[src/rtl/calc_pkg.sv]
// calc_pkg: op codes, FSM states and default datapath width shared by the
// RPN calculator core and its divider.
package calc_pkg;

  localparam int WIDTH_DEFAULT = 16;

  typedef enum logic [2:0] {
    OP_ADD   = 3'd0,
    OP_SUB   = 3'd1,
    OP_MUL   = 3'd2,
    OP_DIV   = 3'd3,
    OP_MOD   = 3'd4,
    OP_POP   = 3'd5,
    OP_CLEAR = 3'd6
  } op_e;

  typedef enum logic [1:0] {
    ST_IDLE    = 2'd0,
    ST_DIV_RUN = 2'd1,
    ST_ERR     = 2'd2
  } state_e;

  function automatic logic op_is_div(input logic [2:0] op);
    return (op == OP_DIV) || (op == OP_MOD);
  endfunction

endpackage

[src/rtl/calc_divider.sv]
// calc_divider: sequential restoring divider, one quotient bit per cycle.
// The first bit is resolved on the start edge, so done pulses WIDTH-1 cycles later.
module calc_divider
  import calc_pkg::*;
#(
  parameter int WIDTH = WIDTH_DEFAULT
) (
  input  logic             clk,
  input  logic             reset,
  input  logic             start_i,
  input  logic [WIDTH-1:0] dividend_i,
  input  logic [WIDTH-1:0] divisor_i,
  output logic             done_o,
  output logic [WIDTH-1:0] quotient_o,
  output logic [WIDTH-1:0] remainder_o
);

  localparam int CW = $clog2(WIDTH) + 1;

  logic [WIDTH-1:0]   rem_q;
  logic [WIDTH-1:0]   quo_q;
  logic [WIDTH-1:0]   dvs_q;
  logic [CW-1:0]      cnt_q;
  logic               run_q;
  logic               done_q;
  logic [2*WIDTH-1:0] step_s;

  // One restoring step: shift in the next dividend bit and subtract if it fits.
  function automatic logic [2*WIDTH-1:0] div_step(input logic [WIDTH-1:0] rem,
                                                 input logic [WIDTH-1:0] quo,
                                                 input logic [WIDTH-1:0] dvs);
    logic [WIDTH:0] trial;
    trial = {rem, quo[WIDTH-1]};
    if (trial >= {1'b0, dvs}) begin
      return {WIDTH'(trial - {1'b0, dvs}), quo[WIDTH-2:0], 1'b1};
    end else begin
      return {trial[WIDTH-1:0], quo[WIDTH-2:0], 1'b0};
    end
  endfunction

  always_comb begin
    if (start_i) begin
      step_s = div_step({WIDTH{1'b0}}, dividend_i, divisor_i);
    end else begin
      step_s = div_step(rem_q, quo_q, dvs_q);
    end
  end

  always_ff @(posedge clk or posedge reset) begin
    if (reset) begin
      rem_q  <= '0;
      quo_q  <= '0;
      dvs_q  <= '0;
      cnt_q  <= '0;
      run_q  <= 1'b0;
      done_q <= 1'b0;
    end else begin
      done_q <= 1'b0;
      if (start_i) begin
        {rem_q, quo_q} <= step_s;
        dvs_q          <= divisor_i;
        cnt_q          <= CW'(WIDTH - 1);
        run_q          <= 1'b1;
      end else if (run_q) begin
        {rem_q, quo_q} <= step_s;
        cnt_q          <= cnt_q - CW'(1);
        if (cnt_q == CW'(1)) begin
          run_q  <= 1'b0;
          done_q <= 1'b1;
        end
      end
    end
  end

  assign done_o      = done_q;
  assign quotient_o  = quo_q;
  assign remainder_o = rem_q;

endmodule

[src/rtl/calc_core.sv]
// calc_core: RPN calculator with a DEPTH-entry operand stack and a multi-cycle divider.
// Build option: define CALC_MUL_EN to support MUL; otherwise MUL is an undefined code.
module calc_core
  import calc_pkg::*;
#(
  parameter int DEPTH = 4,
  parameter int WIDTH = WIDTH_DEFAULT
) (
  input  logic             clk,
  input  logic             reset,
  input  logic [WIDTH-1:0] sw,
  input  logic             btn_push,
  input  logic             btn_exec,
  input  logic [2:0]       op_sel,
  output logic [WIDTH-1:0] number,
  output logic             error,
  output logic             busy,
  output logic [3:0]       depth
);

  localparam int IW = $clog2(DEPTH);

  state_e           state_q;
  logic [3:0]       depth_q;
  logic [WIDTH-1:0] number_q;
  logic             error_q;
  logic             busy_q;
  logic             div_mod_q;
  logic [WIDTH-1:0] stack_q [DEPTH];

  logic [IW-1:0]    top_idx_s;
  logic [IW-1:0]    below_idx_s;
  logic [IW-1:0]    push_idx_s;
  logic [WIDTH-1:0] a_s;
  logic [WIDTH-1:0] b_s;
  logic [WIDTH-1:0] alu_s;
  logic [WIDTH-1:0] quo_s;
  logic [WIDTH-1:0] rem_s;
  logic [WIDTH-1:0] div_res_s;
  logic             idle_s;
  logic             push_s;
  logic             exec_s;
  logic             full_s;
  logic             has2_s;
  logic             alu_op_s;
  logic             exec_err_s;
  logic             div_start_s;
  logic             div_fin_s;
  logic             div_done_s;
  logic             stack_we_s;
  logic [IW-1:0]    stack_widx_s;
  logic [WIDTH-1:0] stack_wdata_s;

  // a sits below b; indices are only used when depth guarantees they are valid.
  assign top_idx_s   = IW'(depth_q - 4'd1);
  assign below_idx_s = IW'(depth_q - 4'd2);
  assign push_idx_s  = IW'(depth_q);
  assign a_s         = stack_q[below_idx_s];
  assign b_s         = stack_q[top_idx_s];

  assign idle_s = (state_q == ST_IDLE);
  assign push_s = idle_s && btn_push;
  assign exec_s = idle_s && btn_exec && !btn_push;
  assign full_s = (depth_q == 4'(DEPTH));
  assign has2_s = (depth_q >= 4'd2);

  always_comb begin
    alu_op_s   = 1'b0;
    alu_s      = '0;
    exec_err_s = 1'b0;
    case (op_sel)
      OP_ADD: begin
        alu_op_s   = 1'b1;
        alu_s      = a_s + b_s;
        exec_err_s = !has2_s;
      end
      OP_SUB: begin
        alu_op_s   = 1'b1;
        alu_s      = a_s - b_s;
        exec_err_s = !has2_s;
      end
`ifdef CALC_MUL_EN
      OP_MUL: begin
        alu_op_s   = 1'b1;
        alu_s      = a_s * b_s;
        exec_err_s = !has2_s;
      end
`endif
      OP_DIV, OP_MOD: exec_err_s = !has2_s || (b_s == '0);
      OP_POP:         exec_err_s = (depth_q == 4'd0);
      OP_CLEAR:       exec_err_s = 1'b0;
      default:        exec_err_s = 1'b1;
    endcase
  end

  assign div_start_s = exec_s && !exec_err_s && op_is_div(op_sel);
  assign div_done_s  = (state_q == ST_DIV_RUN) && div_fin_s;
  assign div_res_s   = div_mod_q ? rem_s : quo_s;

  calc_divider #(
    .WIDTH (WIDTH)
  ) u_div (
    .clk         (clk),
    .reset       (reset),
    .start_i     (div_start_s),
    .dividend_i  (a_s),
    .divisor_i   (b_s),
    .done_o      (div_fin_s),
    .quotient_o  (quo_s),
    .remainder_o (rem_s)
  );

  // Single stack write port: push, one-cycle ALU result, or divider result.
  always_comb begin
    stack_we_s    = 1'b0;
    stack_widx_s  = push_idx_s;
    stack_wdata_s = sw;
    if (push_s && !full_s) begin
      stack_we_s = 1'b1;
    end else if (exec_s && alu_op_s && !exec_err_s) begin
      stack_we_s    = 1'b1;
      stack_widx_s  = below_idx_s;
      stack_wdata_s = alu_s;
    end else if (div_done_s) begin
      stack_we_s    = 1'b1;
      stack_widx_s  = below_idx_s;
      stack_wdata_s = div_res_s;
    end else begin
      stack_we_s = 1'b0;
    end
  end

  always_ff @(posedge clk) begin
    if (stack_we_s) begin
      stack_q[stack_widx_s] <= stack_wdata_s;
    end
  end

  always_ff @(posedge clk or posedge reset) begin
    if (reset) begin
      state_q   <= ST_IDLE;
      depth_q   <= 4'd0;
      number_q  <= '0;
      error_q   <= 1'b0;
      busy_q    <= 1'b0;
      div_mod_q <= 1'b0;
    end else begin
      case (state_q)
        ST_IDLE: begin
          if (push_s) begin
            if (full_s) begin
              state_q  <= ST_ERR;
              error_q  <= 1'b1;
              number_q <= '0;
            end else begin
              depth_q  <= depth_q + 4'd1;
              number_q <= sw;
            end
          end else if (exec_s) begin
            if (exec_err_s) begin
              state_q  <= ST_ERR;
              error_q  <= 1'b1;
              number_q <= '0;
            end else begin
              case (op_sel)
                OP_DIV, OP_MOD: begin
                  state_q   <= ST_DIV_RUN;
                  busy_q    <= 1'b1;
                  div_mod_q <= (op_sel == OP_MOD);
                end
                OP_POP: begin
                  depth_q  <= depth_q - 4'd1;
                  number_q <= has2_s ? a_s : '0;
                end
                OP_CLEAR: begin
                  depth_q  <= 4'd0;
                  number_q <= '0;
                end
                default: begin
                  depth_q  <= depth_q - 4'd1;
                  number_q <= alu_s;
                end
              endcase
            end
          end
        end
        ST_DIV_RUN: begin
          if (div_done_s) begin
            state_q  <= ST_IDLE;
            busy_q   <= 1'b0;
            depth_q  <= depth_q - 4'd1;
            number_q <= div_res_s;
          end
        end
        ST_ERR: begin
          if (btn_exec && (op_sel == OP_CLEAR)) begin
            state_q  <= ST_IDLE;
            error_q  <= 1'b0;
            depth_q  <= 4'd0;
            number_q <= '0;
          end
        end
        default: begin
          state_q  <= ST_IDLE;
          error_q  <= 1'b0;
          busy_q   <= 1'b0;
          depth_q  <= 4'd0;
          number_q <= '0;
        end
      endcase
    end
  end

  assign number = number_q;
  assign error  = error_q;
  assign busy   = busy_q;
  assign depth  = depth_q;

endmodule
[config.mk]
export PLATFORM = sky130hd
export DESIGN_NAME = calc_core
export DESIGN_NICKNAME = d
export VERILOG_FILES = /design/src/rtl/calc_pkg.sv /design/src/rtl/calc_divider.sv /design/src/rtl/calc_core.sv
export SDC_FILE = /design/constraint.sdc
export NUM_CORES = 1
export LEC_CHECK = 0
export CORE_MARGIN = 3
export CORE_UTILIZATION = 50
export DETAILED_ROUTE_END_ITERATION = 8
export HOLD_SLACK_MARGIN = 0.03
export PLACE_DENSITY_LB_ADDON = 0.3
export SYNTH_ARGS = -nofsm -noshare
export SYNTH_HDL_FRONTEND = slang
export SYNTH_SLANG_ARGS = --single-unit
[constraint.sdc]
create_clock -name clk -period 7.5 [get_ports clk]
set_clock_uncertainty 0.15 [all_clocks]
set_input_delay 1.5 -clock clk [delete_from_list [all_inputs] [get_ports clk]]
set_output_delay 1.5 -clock clk [all_outputs]
set_load 0.01 [all_outputs]
==> results.yml <==
global_route:
  grtUsageMet3_pct: 4.35
  grt_pass1_wl_um: 42500
  grt_pass1_vias: 7397
  grt_max_degree: 55
  use_met2_pct: 41.9
  globalRoute.busiestLayer: "met2"
  gr-total-overflow: 0
  groute.usage.overall_pct: 26.8
  antenna_found_initial: 0
  grtUsageMet1_pct: 39.1
finish:
  fillers: 1546
  areaGrowthSynthToFinish_pct: 13.7
  design_area_um2: 10700
  num_antenna_cells: 0
  layout-drive-gt1-share_pct: 10.9
  layout.nets: 1025
sta:
  tightest_slew_ns: 1.20
  hold_viol_final: 0
  rsz0062_at_grt: "no"
  finalCritPeriodShare_pct: 78.0
  finalSetupViolCount: 0
  setup_tns_ns: 0
  drv_slew: 0
  setup_ws_ns: 1.65
  period_needed_ns: 5.85
  relSlewSlack_pct: 19.8
  whs_ns: 0.334
  fmax_ghz: 0.171
logic_synthesis:
  syn_area_per_cell_um2: 10.1
  syn-num-nets: 998
  ys_ff_latch: 144
  synthTopCellsByCount: "92 x nand2_1, 85 x nor2_1, 80 x dfrtp_1, 74 x a21oi_1, 68 x o21ai_0"
  ys_types: 75
  synthCells: 933
  synth_area_leaders: "dfrtp_1 21%, edfxtp_1 20%, mux4_2 7.7%"
  yosysWarnings: 0
  async_flop_share_pct: 55.6
  synthesis.area_um2: 9400
  seq_area_frac_synth_pct: 41.7
  synth_edf_count: 64
  synth.largest_area_cell: "dfrtp_1"
  synth_top_area_share_pct: 21.3
  synth-main-ff-cell: "dfrtp_1"
  synth.most_common_cell: "nand2_1"
place:
  place_area_um2: 10000
  preCtsSetupSlack_ns: 1.64
  port_buffers: 44
  hpwlAfterDp_um: 19500
  gp_congestion: 0.924
floorplan:
  initial_utilization_pct: 51.6
  rows: 49
  core_um2: 18200
  die_y_um: 143
  io_pins: 45
  die_w_um: 143
  die_area_um2: 20500
drt:
  wl_per_cell_um: 22.1
  drt-total-wl_um: 26500
  drt_iter0_drc: 679
  drt_pass1_iterations: 5
  drc: 0
  num_vias: 7732
  viasPerCell: 6.43
  ant_nets: 0
clock_network:
  cts_sinks: 144
  htree_levels: 4
  clkTransAtPathRegs_ns: 0.07
  cts_tree: "built"
  cts.path.max_buffers: 2
  clk_latency_ns: 0.44
  cts_root_buffer: "clkbuf_16"
  cts-resized-gates: 0
  numCtsBuffers: 17
  hold_buffers: 0
  post-cts-setup-buffers: 0
pwr:
  p_comb_share_pct: 60.7
  power_leakage_uw: 0.00418
  sw_frac_of_total_pct: 45.2
  p_sw_uw: 2690
  p_total_uw: 5950
  peakVddDrop_uv: 275
  power.density_nw_per_um2: 557
  clockPowerShare_pct: 16.0
  p_int_uw: 3260
  seqPwrFrac_pct: 23.2
critical_path:
  end_kind: "flip-flop"
  cp_slowest_cell: "ha_1"
  critPathLaunchType: "flip-flop"
  crit_required_ns: 7.52
  critPathMaxStageDelay_ns: 0.86
  cp_max_fo: 18
  crit_type: "reg -> reg"
  crit_chain: "inv_1, ha_1, mux4_2, or4_1, nor4b_2, a21oi_1, xnor2_1, ha_1, a21o_1, a221oi_1, a21oi_1, o211ai_1, and4_1, nor3_1, a211oi_1"
  critPathArrivalTime_ns: 5.87
outcome:
  status: "complete, no violations"
job:
  drv_cap: 0
hold_path:
  holdCritPathClass: "reg -> reg"
[registers in the layout (all words and copies together), names as in the netlist]
name / flops
stack_q: 64
number: 16
u_div.dvs_q: 16
u_div.quotient_o: 16
u_div.remainder_o: 16
u_div.cnt_q: 5
depth: 4
state_q: 2
busy: 1
div_mod_q: 1
error: 1
u_div.done_o: 1
u_div.run_q: 1
[through the flow]
step | utilization [%] | cells
floorplan | - | 933
global placement | 55.0 | 1170
detailed placement | 55.0 | 1170
CTS | 58.7 | 1202
global route | 58.7 | 1202
finish | 58.7 | 1202
[power by group through the flow]
stage / registers [uW] / logic (uW) / clock network [uW]
after floorplan: 1280 / 2740 / 0
after global placement: 1380 / 3540 / 0
after detailed placement: 1390 / 3550 / 0
after CTS: 1380 / 3570 / 966
after global routing: 1420 / 3980 / 1000
final: 1380 / 3610 / 953
[metal layers]
metal,vias up,wire length (um)
li1,3557,-
met3,39,1860
met5,-,0
met1,3793,11700
met4,0,515
met2,343,12500
[final timing paths]
path | cells after the start | from | slack [ns] | to
hold / removal | 2 | busy$_DFFE_PP0P_ | 0.33 | busy$_DFFE_PP0P_
max in group asynchronous | 3 | reset | 4.87 | depth[0]$_DFFE_PP0P_
setup / recovery | 15 | depth[0]$_DFFE_PP0P_ | 1.65 | stack_q[1][15]$_DFFE_PP_
hold reg to reg | 2 | busy$_DFFE_PP0P_ | 0.33 | busy$_DFFE_PP0P_
setup reg to reg | 15 | depth[0]$_DFFE_PP0P_ | 1.65 | stack_q[1][15]$_DFFE_PP_
min in group asynchronous | 2 | reset | 1.24 | u_div.run_q$_DFF_PP0_
[layout make-up]
class	count	area, um^2	area share (%)
clock inverter	10	168	1.57
sequential	144	3930	36.7
timing repair buffer	56	531	4.96
clock buffer	22	500	4.68
tap	229	287	2.68
inverter	45	170	1.59
multi-input combinational	696	5110	47.8
[cell families after synthesis]
family                     share of synthesized area (%)
DFF                                                 41.7
AOI/OAI and AO/OA                                   19.7
xor gates and xnor gates                            3.07
buffers and inverters                               4.05
adders and majority gates                           5.75
and+or+nand+nor                                     13.7
muxes                                               11.9
[placed cells by master (no fill, tap or decap), types with 7 or more instances in the layout]
cell | synthesis | final
a211oi_1 | 33 | 33
a21o_1 | 10 | 10
a21oi_1 | 74 | 74
a22o_1 | 9 | 9
a31oi_1 | 10 | 9
buf_4 | 1 | 12
clkbuf_16 | 0 | 19
clkdlybuf4s50_1 | 0 | 44
dfrtp_1 | 80 | 79
edfxtp_1 | 64 | 64
ha_1 | 40 | 40
inv_1 | 44 | 43
mux2i_1 | 40 | 40
mux4_2 | 32 | 32
nand2_1 | 92 | 92
nand3_1 | 11 | 11
nor2_1 | 85 | 83
nor3_1 | 19 | 19
o211ai_1 | 7 | 7
o21a_1 | 8 | 8
o21ai_0 | 68 | 68
or3_1 | 7 | 7
xnor2_1 | 24 | 24
xor2_1 | 9 | 9
[critical path, delay by kind of cell, from the launching register on]
kind	cells	cell delay (ns)
AO/OA/AOI/OAI	6	1.60
adder cells (fa/ha/maj)	2	1.23
buffers and inverters	1	0.10
AND/OR/NAND/NOR	4	1.33
multiplexers	1	0.66
flip-flops	1	0.35
XOR/XNOR	1	0.16
(Power assumes the default switching activity.)
